## src/rtl/fetch_pkg.sv

```systemverilog
// fetch_pkg: opcode table, instruction field positions and FSM encoding shared by the
// fetch sequencer, the ALU side and the bench.
package fetch_pkg;
  localparam logic [3:0] OP_ADD = 4'd0, OP_AND = 4'd1, OP_EQ = 4'd2, OP_GT = 4'd3;
  localparam logic [3:0] OP_SHL1 = 4'd4, OP_SHR1 = 4'd5, OP_SUB = 4'd6, OP_HALT = 4'd15;
  localparam int OPC_HI = 31, OPC_LO = 28, RD_HI = 27, RD_LO = 23;
  localparam int RS_HI = 22, RS_LO = 18, RT_HI = 17, RT_LO = 13;
  typedef enum logic [1:0] {FETCH, DECODE, ISSUE, HALT} state_t;
endpackage

```

## src/rtl/unidad_fetch_decodificador.sv

```systemverilog
// decodificador: classifies an opcode as ALU operator, reserved (illegal) or HALT.
module decodificador
  import fetch_pkg::*;
(
  input  logic [3:0] opcode,
  output logic [3:0] operador,
  output logic       es_ilegal,
  output logic       es_halt
);
  assign es_halt   = opcode == OP_HALT;
  assign es_ilegal = opcode > OP_SUB && !es_halt;
  assign operador  = (es_ilegal || es_halt) ? OP_ADD : opcode;
endmodule

```

## src/rtl/unidad_fetch.sv

```systemverilog
// unidad_fetch: PC/IR fetch-decode sequencer feeding the ALU over valid/ready.
// Optional UNIDAD_FETCH_STALL_CNT_EN adds a saturating stall_cnt output.
module unidad_fetch
  import fetch_pkg::*;
#(
  parameter int                ADDR_W   = 32,
  parameter logic [ADDR_W-1:0] RESET_PC = '0,
  parameter int                PC_STEP  = 4
) (
  input  logic              clk,
  input  logic              rst_n,
  output logic              mem_req,
  output logic [ADDR_W-1:0] mem_addr,
  input  logic              mem_ack,
  input  logic [31:0]       mem_rdata,
  output logic              dec_valid,
  input  logic              dec_ready,
  output logic [3:0]        operador,
  output logic [4:0]        rd,
  output logic [4:0]        rs,
  output logic [4:0]        rt,
`ifdef UNIDAD_FETCH_STALL_CNT_EN
  output logic [15:0]       stall_cnt,
`endif
  output logic [ADDR_W-1:0] pc_out,
  output logic              halted,
  output logic              illegal
);
  state_t            state_q;
  logic [ADDR_W-1:0] pc_q, pc_out_q, pc_inc;
  logic [31:0]       ir_q;
  logic [3:0]        operador_q, op_dec;
  logic [4:0]        rd_q, rs_q, rt_q;
  logic              halted_q, illegal_q, es_ilegal, es_halt, unused_bits;

  decodificador u_dec (
    .opcode   (ir_q[OPC_HI:OPC_LO]),
    .operador (op_dec),
    .es_ilegal(es_ilegal),
    .es_halt  (es_halt)
  );

  assign pc_inc      = pc_q + ADDR_W'(PC_STEP);
  assign unused_bits = ^ir_q[RT_LO-1:0];
  // rst_n gates the request so it drops the moment reset is asserted
  assign mem_req   = rst_n && state_q == FETCH;
  assign mem_addr  = pc_q;
  assign dec_valid = state_q == ISSUE;
  assign operador  = operador_q;
  assign rd        = rd_q;
  assign rs        = rs_q;
  assign rt        = rt_q;
  assign pc_out    = pc_out_q;
  assign halted    = halted_q;
  assign illegal   = illegal_q;

  always_ff @(posedge clk or negedge rst_n)
    if (!rst_n) begin
      state_q    <= FETCH;
      pc_q       <= RESET_PC;
      pc_out_q   <= '0;
      ir_q       <= '0;
      operador_q <= '0;
      rd_q       <= '0;
      rs_q       <= '0;
      rt_q       <= '0;
      halted_q   <= 1'b0;
      illegal_q  <= 1'b0;
    end else
      case (state_q)
        FETCH: if (mem_ack) begin
          ir_q    <= mem_rdata;
          state_q <= DECODE;
        end
        DECODE: if (es_halt) begin
          halted_q <= 1'b1;
          state_q  <= HALT;
        end else if (es_ilegal) begin
          illegal_q <= 1'b1;
          pc_q      <= pc_inc;
          state_q   <= FETCH;
        end else begin
          operador_q <= op_dec;
          rd_q       <= ir_q[RD_HI:RD_LO];
          rs_q       <= ir_q[RS_HI:RS_LO];
          rt_q       <= ir_q[RT_HI:RT_LO];
          pc_out_q   <= pc_q;
          state_q    <= ISSUE;
        end
        ISSUE: if (dec_ready) begin
          pc_q    <= pc_inc;
          state_q <= FETCH;
        end
        default: state_q <= HALT;
      endcase

`ifdef UNIDAD_FETCH_STALL_CNT_EN
  logic [15:0] stall_q;
  always_ff @(posedge clk or negedge rst_n)
    if (!rst_n) stall_q <= '0;
    else if (((state_q == FETCH && !mem_ack) || (state_q == ISSUE && !dec_ready)) && stall_q != 16'hFFFF)
      stall_q <= stall_q + 16'd1;
  assign stall_cnt = stall_q;
`endif
endmodule

```

## config.mk

```make
export PLATFORM = sky130hd
export DESIGN_NAME = unidad_fetch
export DESIGN_NICKNAME = d
export VERILOG_FILES = /design/src/rtl/fetch_pkg.sv /design/src/rtl/unidad_fetch_decodificador.sv /design/src/rtl/unidad_fetch.sv
export SDC_FILE = /design/constraint.sdc
export NUM_CORES = 1
export LEC_CHECK = 0
export CORE_UTILIZATION = 47
export DETAILED_ROUTE_END_ITERATION = 8
export HOLD_SLACK_MARGIN = 0.05
export PLACE_DENSITY = 0.79
export SLEW_MARGIN = 25
export SYNTH_ARGS = -nofsm -noshare
export SYNTH_HDL_FRONTEND = slang
export SYNTH_HIERARCHICAL = 1
export SYNTH_SLANG_ARGS = --single-unit
```

## constraint.sdc

```tcl
create_clock -name clk -period 2.6 [get_ports clk]
set_clock_uncertainty 0.15 [all_clocks]
set_input_delay 0.65 -clock clk [delete_from_list [all_inputs] [get_ports clk]]
set_output_delay 0.65 -clock clk [all_outputs]
set_load 0.03 [all_outputs]
```

==> impl_metrics.csv, run 1 <==
group,metric,value,unit
drt,wl,8.36,mm
sta,finalCritPeriodShare,0.951,
clock_tree,insertion_delay,350,ps
clock_tree,postCtsHoldBufs,0,
setup_path,crit_buf_inv,1,
clock_tree,path_clk_slew,90,ps
setup_path,critical_path_required,1800,ps
worst_hold_path,hold_path_class,"in -> async",
setup_path,critPathMaxStageDelay,700,ps
logic_synthesis,synth.top_cell.area_share,0.605,
logic_synthesis,synth_common_cells,"dfrtp_1, mux2_2, xor2_1",
global_routing,first_global_vias,2892,
power_and_ir_drop,switchingPower,1.97,mW
logic_synthesis,synth_cells,307,
global_routing,track_usage,0.189,
outcome,status,"completed",
cells_and_area,drive_gt1_frac,0.240,
setup_path,cp-start-kind,"flip-flop",
global_routing,grt_overflow_total,0,
setup_path,criticalPathCategory,"reg -> out",
logic_synthesis,yosysWarnings,6,
setup_path,cp_max_fo,9,
sta,clock.fmax,0.404,GHz
power_and_ir_drop,ir_drop,0.000489,V
place,port_buffers,105,
clock_tree,cts_tree,"built",
clock_tree,post-cts-setup-buffer-count,0,
drt,routedWlPerCell,15.7,µm
sta,slew_violations,0,
die,ios,123,
logic_synthesis,ys_seq_area_frac,0.605,
drt,antenna_left,0,
cells_and_area,fill_cells,674,
drt,dr.pass1.iters,4,
power_and_ir_drop,p_leak,2.49,nW
clock_tree,cts-resized-gates,0,
logic_synthesis,synthArstFlopShare,1.00,
clock_tree,clockBufferDepth,2,
run,maxCapViolations,0,
clock_tree,cts_sinks,102,
setup_path,cp.arrival,1670,ps
sta,tightest_slew,751,ps
global_routing,antenna_found_initial,0,
logic_synthesis,synth-main-ff-cell,"dfrtp_1",
power_and_ir_drop,powerDensity,1010,nW/µm²
power_and_ir_drop,switching_share,0.347,
die,die-area,9360,µm²
sta,tns,0,ps
setup_path,crit_chain,"nor2b_1 > clkdlybuf4s50_1",
global_routing,grt_start_max_net_pins,61,
setup_path,cp_top_family,"buffers and inverters",
sta,min_period,2470,ps
drt,vias,2767,
power_and_ir_drop,power.total,5.69,mW
logic_synthesis,netlist_area,4220,µm²
logic_synthesis,synth.largest_area_cell,"dfrtp_1",
setup_path,critPathCaptureType,"output port",
die,die_y,96.7,µm
place,placed_cell_area,5420,µm²
logic_synthesis,synth_most_common_cell,"dfrtp_1",
die,placementRows,34,
place,gp_congestion,0.791,
cells_and_area,layout.nets,458,
die,die-width,96.7,µm
power_and_ir_drop,clock_power_share,0.193,
setup_path,slowest_stage,"clkdlybuf4s50_1",
logic_synthesis,syn_avg_cell_area,13.7,µm²
die,initial_core_util,0.484,
cells_and_area,final_cell_area,5640,µm²
clock_tree,h-tree-depth,3,
clock_tree,cts_root_buf,"clkbuf_8",
die,core-area,8720,µm²
drt,drt_iter0_markers,61,
cells_and_area,syn_to_final_growth,33.7,%
sta,slew_headroom,0.499,
logic_synthesis,synth-edff-count,0,
sta,rsz0062_at_grt,"no",
sta,hold_viol_final,0,
clock_tree,cts-buffers-inserted,9,
power_and_ir_drop,intPower,3.72,mW
logic_synthesis,synthDistinctLibCells,36,
power_and_ir_drop,combPwrFrac,0.399,
cells_and_area,diodes,0,
logic_synthesis,synth_seq_cells,102,
sta,setup_viol_count_final,0,
global_routing,grt_pass1_wl,14.3,mm
power_and_ir_drop,power_frac_seq,0.408,
logic_synthesis,yosys-top-cells-area,"dfrtp_1, mux2_2, xor2_1, xnor2_1, nand3_1",
place,dpl.hpwl,5.84,mm
drt,drc,0,
drt,vias_per_cell,5.19,
placed cells by master, fill, tap and decap left out, drive strengths merged, types with 5 or more instances in the layout:
master	n
buf	11
dfrtp	102
nand3	10
inv	12
nor4	8
nor2	10
clkbuf	12
nand2	10
conb	5
and4	5
clkdlybuf4s50	103
mux2	69
xnor2	12
xor2	18
nor3	9
power by group through the flow:
| stage | registers, mW | clock network (mW) | logic [mW] |
|---|---|---|---|
| 2_1_floorplan | 2.82 | 0 | 0.949 |
| 3_3_place_gp | 2.32 | 0 | 2.25 |
| 3_5_place_dp | 2.36 | 0 | 2.30 |
| 4_1_cts | 2.33 | 1.13 | 2.30 |
| 5_1_grt | 2.38 | 1.19 | 2.41 |
| 6_report | 2.32 | 1.10 | 2.27 |
logic make-up (layout without fill, tap and decap cells):
family,after synthesis,after routing,share of synthesized area
AO/OA/AOI/OAI,11,11,0.0261
XOR/XNOR,30,30,0.0623
adder cells (fa/ha/maj),1,1,0.00297
buffers and inverters,26,141,0.0314
flip-flops,102,102,0.605
multiplexers,69,69,0.184
other,2,5,0.00178
AND/OR/NAND/NOR,66,66,0.0860
layout make-up:
| type | count | area [µm²] | area share |
|---|---|---|---|
| multi-input cells | 182 | 1560 | 0.276 |
| repair buffers | 114 | 1130 | 0.200 |
| well taps | 108 | 135 | 0.0240 |
| flip-flops and latches | 102 | 2550 | 0.453 |
| clock inverters | 3 | 67.6 | 0.0120 |
| clock buffers | 12 | 155 | 0.0275 |
| inverters | 12 | 45.0 | 0.00799 |
through the flow:
stage               std cells   util  hold slack [ps]  setup slack (ps)
finish                    533  0.646              211               126
global route              533  0.646              252              44.9
CTS                       533  0.646              221               108
detailed placement        518  0.621              332               101
global placement          518  0.621              304               153
floorplan                 310      -              204               419
path summary, 6_finish.rpt:
path / startpoint / to / slack [ps] / depth (start not counted)
min in group clk: halted / halted / 340 / 1
max reg2reg: ir_q[28] / mem_addr[21] / 260 / 6
min reg2reg: halted / halted / 340 / 1
min: rst_n / rd[0] / 210 / 2
max: state_q[0] / dec_valid / 130 / 2
max in group asynchronous: rst_n / pc_out[22] / 930 / 3
routing by layer:
| layer | wire length [µm] | GRT usage | vias up |
|---|---|---|---|
| met4 | 82 | 0.0597 | 0 |
| li1 | - | - | 1290 |
| met5 | 0 | 0 | - |
| met1 | 3950 | 0.263 | 1387 |
| met3 | 416 | 0.0448 | 9 |
| met2 | 3910 | 0.294 | 81 |
state kept, by name, summed over array words and instances (netlist names):
register	count
illegal	1
ir_q	19
operador	4
rt	5
state_q	2
halted	1
mem_addr	30
pc_out	30
rd	5
rs	5
No activity file was read; power rests on OpenSTA's default activity.
==> run 2: changes to the inputs <==
--- a/config.mk
+++ b/config.mk
@@ -8,7 +8,7 @@
 export CORE_UTILIZATION = 47
 export DETAILED_ROUTE_END_ITERATION = 8
 export HOLD_SLACK_MARGIN = 0.05
-export PLACE_DENSITY = 0.79
+export PLACE_DENSITY = 0.86
 export SLEW_MARGIN = 25
 export SYNTH_ARGS = -nofsm -noshare
 export SYNTH_HDL_FRONTEND = slang
==> impl_metrics.csv, run 2 (same netlist as run 1, synthesis figures left out) <==
group,metric,value,unit
cells_and_area,diodes,0,
setup_path,cp-start-kind,"flip-flop",
clock_tree,post-cts-setup-buffer-count,0,
cells_and_area,syn_to_final_growth,33.0,%
sta,slew_violations,0,
power_and_ir_drop,p_leak,2.48,nW
global_routing,antenna_found_initial,0,
cells_and_area,layout.nets,457,
cells_and_area,layout_commonest_cell,"clkdlybuf4s50_1",
global_routing,grt_start_max_net_pins,54,
power_and_ir_drop,ir_drop,0.000572,V
clock_tree,h-tree-depth,3,
cells_and_area,final_cell_mix,"clkdlybuf4s50_1, dfrtp_1, mux2_2, xor2_1",
drt,wl,8.41,mm
clock_tree,cts-buffers-inserted,9,
drt,vias_per_cell,5.19,
setup_path,critical_path_required,1800,ps
die,placementRows,34,
global_routing,first_global_vias,2939,
drt,antenna_left,0,
cells_and_area,fill_cells,668,
worst_hold_path,hold_path_class,"in -> async",
outcome,status,"completed",
sta,rsz0062_at_grt,"no",
cells_and_area,stdcell_count,533,
clock_tree,postCtsHoldBufs,0,
drt,drt_iter0_markers,44,
place,gp_congestion,0.782,
die,ios,123,
drt,dr.pass1.iters,4,
setup_path,critPathCaptureType,"output port",
clock_tree,cts_sinks,102,
clock_tree,cts_root_buf,"clkbuf_8",
sta,tightest_slew,640,ps
cells_and_area,seq_area,2550,µm²
drt,drc,0,
clock_tree,insertion_delay,340,ps
drt,routedWlPerCell,15.8,µm
clock_tree,cts_tree,"built",
setup_path,criticalPathCategory,"reg -> out",
die,initial_core_util,0.484,
place,dpl.hpwl,5.93,mm
sta,min_period,2480,ps
die,die-area,9360,µm²
sta,hold_viol_final,0,
drt,vias,2767,
clock_tree,cts-resized-gates,0,
place,dpl.cell_count,517,
sta,setup_viol_count_final,0,
sta,tns,0,ps
cells_and_area,drive_gt1_frac,0.235,
sta,whs,279,ps
global_routing,grt_pass1_wl,14.5,mm
sta,finalCritPeriodShare,0.955,
die,die_y,96.7,µm
setup_path,cp_max_fo,9,
power_and_ir_drop,powerDensity,1010,nW/µm²
sta,slew_headroom,0.573,
global_routing,track_usage,0.192,
setup_path,cp.arrival,1680,ps
clock_tree,path_clk_slew,100,ps
clock_tree,clockBufferDepth,2,
global_routing,grt_overflow_total,0,
cells_and_area,multiInputGateArea,1560,µm²
run,maxCapViolations,0,
die,die-width,96.7,µm
die,core-area,8720,µm²
place,port_buffers,105,
sta,clock.fmax,0.403,GHz
run 2: metrics by stage:
stage / worst slack [ps] / utilization / instance area [µm²] / total power, mW
global placement: 151 / 0.619 / 5400 / 4.54
detailed placement: 86.9 / 0.619 / 5400 / 4.63
global route: 50.2 / 0.643 / 5610 / 5.96
finish: 116 / 0.643 / 5610 / 5.64
CTS: 110 / 0.643 / 5610 / 5.71
floorplan: 419 / - / 4230 / 3.77
run 2: report_power, final:
part	internal (mW)	switching, mW
combinational	1.08	1.15
sequential	2.03	0.314
clock	0.571	0.498
run 2: critical path: stages (launching register included):
cell and delay (ps):
dfrtp_1 510, nor2b_1 170, clkdlybuf4s50_1 670
run 2: cell type report:
type | instances | area share
sequential | 102 | 0.455
clock buffer | 13 | 0.0265
tap | 108 | 0.0241
multi-input combinational | 182 | 0.277
clock inverter | 3 | 0.0120
inverter | 12 | 0.00803
timing repair buffer | 113 | 0.197
run 2: metal layers:
metal  GRT usage  wire, µm  up-vias
met2       0.306      4030      103
li1            -         -     1275
met5           0         0        -
met4      0.0643        80        0
met3      0.0491       486        9
met1       0.257      3810     1380
run 2: final timing paths:
path                                  from      endpoint  slack (ps)  cells past startpoint
max in group asynchronous            rst_n     pc_out[2]         950                      3
worst min-delay path                 rst_n      ir_q[23]         280                      2
worst max register to register    ir_q[28]  mem_addr[24]         240                      6
worst min register to register     illegal       illegal         340                      1
worst max-delay path            state_q[1]     dec_valid         120                      2
min in group clk                   illegal       illegal         340                      1
==> run 3: changes to the inputs <==
--- a/config.mk
+++ b/config.mk
@@ -8,9 +8,8 @@
 export CORE_UTILIZATION = 47
 export DETAILED_ROUTE_END_ITERATION = 8
 export HOLD_SLACK_MARGIN = 0.05
-export PLACE_DENSITY = 0.86
+export PLACE_DENSITY = 0.87
 export SLEW_MARGIN = 25
 export SYNTH_ARGS = -nofsm -noshare
 export SYNTH_HDL_FRONTEND = slang
-export SYNTH_HIERARCHICAL = 1
 export SYNTH_SLANG_ARGS = --single-unit
==> impl_metrics.csv, run 3 <==
group,metric,value,unit
die,die-area,9160,µm²
sta,clock.fmax,0.418,GHz
cells_and_area,drive_gt1_frac,0.242,
logic_synthesis,synth.largest_area_cell,"dfrtp_1",
global_routing,grt_start_max_net_pins,54,
clock_tree,insertion_delay,350,ps
outcome,status,"completed",
logic_synthesis,synth-edff-count,0,
die,placementRows,33,
setup_path,path_depth,1,
setup_path,critPathCaptureType,"output port",
sta,setup_viol_count_final,0,
logic_synthesis,synth_compound_area_frac,0.0288,
setup_path,criticalPathCategory,"reg -> out",
global_routing,first_global_vias,2816,
sta,finalCritPeriodShare,0.921,
logic_synthesis,synthAdderAreaFrac,0.00303,
logic_synthesis,syn_avg_cell_area,14.3,µm²
global_routing,grt_overflow_total,0,
clock_tree,h-tree-depth,3,
cells_and_area,stdcell_count,510,
drt,routedWlPerCell,16.0,µm
worst_hold_path,hold_path_class,"in -> async",
sta,rsz0062_at_grt,"no",
sta,whs,258,ps
logic_synthesis,synth_most_common_cell,"dfrtp_1",
power_and_ir_drop,ir_drop,0.000725,V
die,core-area,8340,µm²
power_and_ir_drop,power.total,5.29,mW
clock_tree,path_clk_slew,100,ps
cells_and_area,layout.nets,438,
die,ios,123,
logic_synthesis,yosysWarnings,0,
global_routing,grt_pass1_wl,13.3,mm
setup_path,cp-start-kind,"flip-flop",
setup_path,crit_chain,"clkdlybuf4s50_1",
sta,tightest_slew,658,ps
logic_synthesis,synth_cells,288,
setup_path,cp_max_fo,8,
die,die_y,95.7,µm
sta,setup_slack,205,ps
logic_synthesis,ys_seq_area_frac,0.619,
cells_and_area,fill_cells,624,
drt,vias,2693,
cells_and_area,utilization,0.657,
sta,min_period,2390,ps
setup_path,critPathMaxStageDelay,740,ps
setup_path,cp_top_family,"buffers and inverters",
setup_path,critical_path_required,1800,ps
logic_synthesis,synth-simple-area-share,0.0797,
clock_tree,cts_root_buf,"clkbuf_8",
logic_synthesis,synth_mux_area_frac,0.186,
sta,tns,0,ps
logic_synthesis,netlist_area,4130,µm²
sta,slew_violations,0,
cells_and_area,final_cell_area,5480,µm²
place,dpl.hpwl,5.75,mm
place,port_buffers,105,
setup_path,slowest_stage,"clkdlybuf4s50_1",
setup_path,crit_buf_inv,1,
cells_and_area,syn_to_final_growth,32.7,%
die,initial_core_util,0.495,
place,gp_congestion,0.756,
setup_path,setup.worst_path.start,"mem_addr[4]",
sta,slew_headroom,0.561,
logic_synthesis,synth-main-ff-cell,"dfrtp_1",
logic_synthesis,synthArstFlopShare,1.00,
logic_synthesis,synth_xor_xnor_area_share,0.0655,
cells_and_area,final_cell_mix,"dfrtp_1, clkdlybuf4s50_1, mux2_2, xnor2_1, nand3_1",
cells_and_area,diodes,0,
drt,antenna_left,0,
logic_synthesis,synth_seq_cells,102,
setup_path,r2r_start,"mem_addr[14]",
drt,vias_per_cell,5.28,
global_routing,antenna_found_initial,0,
setup_path,r2r_cells,5,
run,maxCapViolations,0,
clock_tree,cts_sinks,102,
clock_tree,cts-buffers-inserted,9,
global_routing,track_usage,0.191,
drt,dr.pass1.iters,7,
logic_synthesis,synthDistinctLibCells,30,
logic_synthesis,yosys-top-cells-area,"dfrtp_1, mux2_2, xnor2_1, nand3_1, nand2_1",
setup_path,cp.arrival,1590,ps
power_and_ir_drop,powerDensity,966,nW/µm²
logic_synthesis,synth_top_family_by_area,"multiplexers",
clock_tree,cts_tree,"built",
die,die-width,95.7,µm
place,placed_cell_area,5310,µm²
sta,hold_viol_final,0,
place,dpl.cell_count,495,
logic_synthesis,synth.top_cell.area_share,0.619,
drt,drc,0,
logic_synthesis,synth_common_cells,"dfrtp_1, mux2_2, xnor2_1",
drt,drt_iter0_markers,64,
power_and_ir_drop,p_leak,2.38,nW
place,post-place-ws,-44.7,ps
drt,wl,8.16,mm
clock_tree,clockBufferDepth,2,
run 3: changes by cell type in the layout (fill, tap and decap cells not counted), sizes merged, moves of 6 or more:
cell | before | now
inv | 12 | 2
xor2 | 18 | 5
xnor2 | 12 | 25
nand2 | 10 | 16
nand4 | 2 | 8
nand3 | 10 | 16
nor4 | 8 | 1
nor3 | 9 | 1
run 3: routing by layer:
metal	global-route usage	routed length, µm
met3	0.0632	548
met4	0.0634	98
met5	0	0
met1	0.232	3380
met2	0.323	4140
run 3: final timing paths:
path                                end  slack, ps
setup / recovery            mem_addr[4]        210
hold / removal             mem_addr[13]        260
setup reg to reg           mem_addr[30]        520
hold reg to reg             operador[3]        350
max in group asynchronous      ir_q[24]       1580
min in group clk            operador[3]        350
run 3: repair_timing:
action	in CTS	in global routing
setup endpoints to repair	0	1
buffers inserted	0	0
endpoints found under the hold margin	0	0
hold buffers	0	0
gates resized for setup	0	1
run 3: power by group:
part           total, mW  internal (mW)  leakage [nW]  switching (mW)
combinational       2.12           1.01         0.982            1.11
sequential          2.30           2.00          1.32           0.303
clock              0.873          0.351        0.0800           0.522
total               5.29           3.36          2.38            1.93
run 3: cell families (layout without fill, tap and decap cells):
family / count (synthesis) / count (layout)
xor gates and xnor gates: 30 / 30
adders and majority gates: 1 / 1
AOI/OAI and AO/OA: 11 / 11
buffers and inverters: 13 / 127
DFF: 102 / 102
and+or+nand+nor: 62 / 62
other: 1 / 4
muxes: 68 / 68
run 3: cell type report:
cell class	instances	area, µm²	area share
Clock buffer	11	131	0.0240
Clock inverter	4	33.8	0.00617
Inverter	1	3.75	0.000685
Multi-Input combinational cell	176	1520	0.277
Sequential cell	102	2550	0.466
Tap cell	105	131	0.0240
Timing Repair Buffer	111	1110	0.202
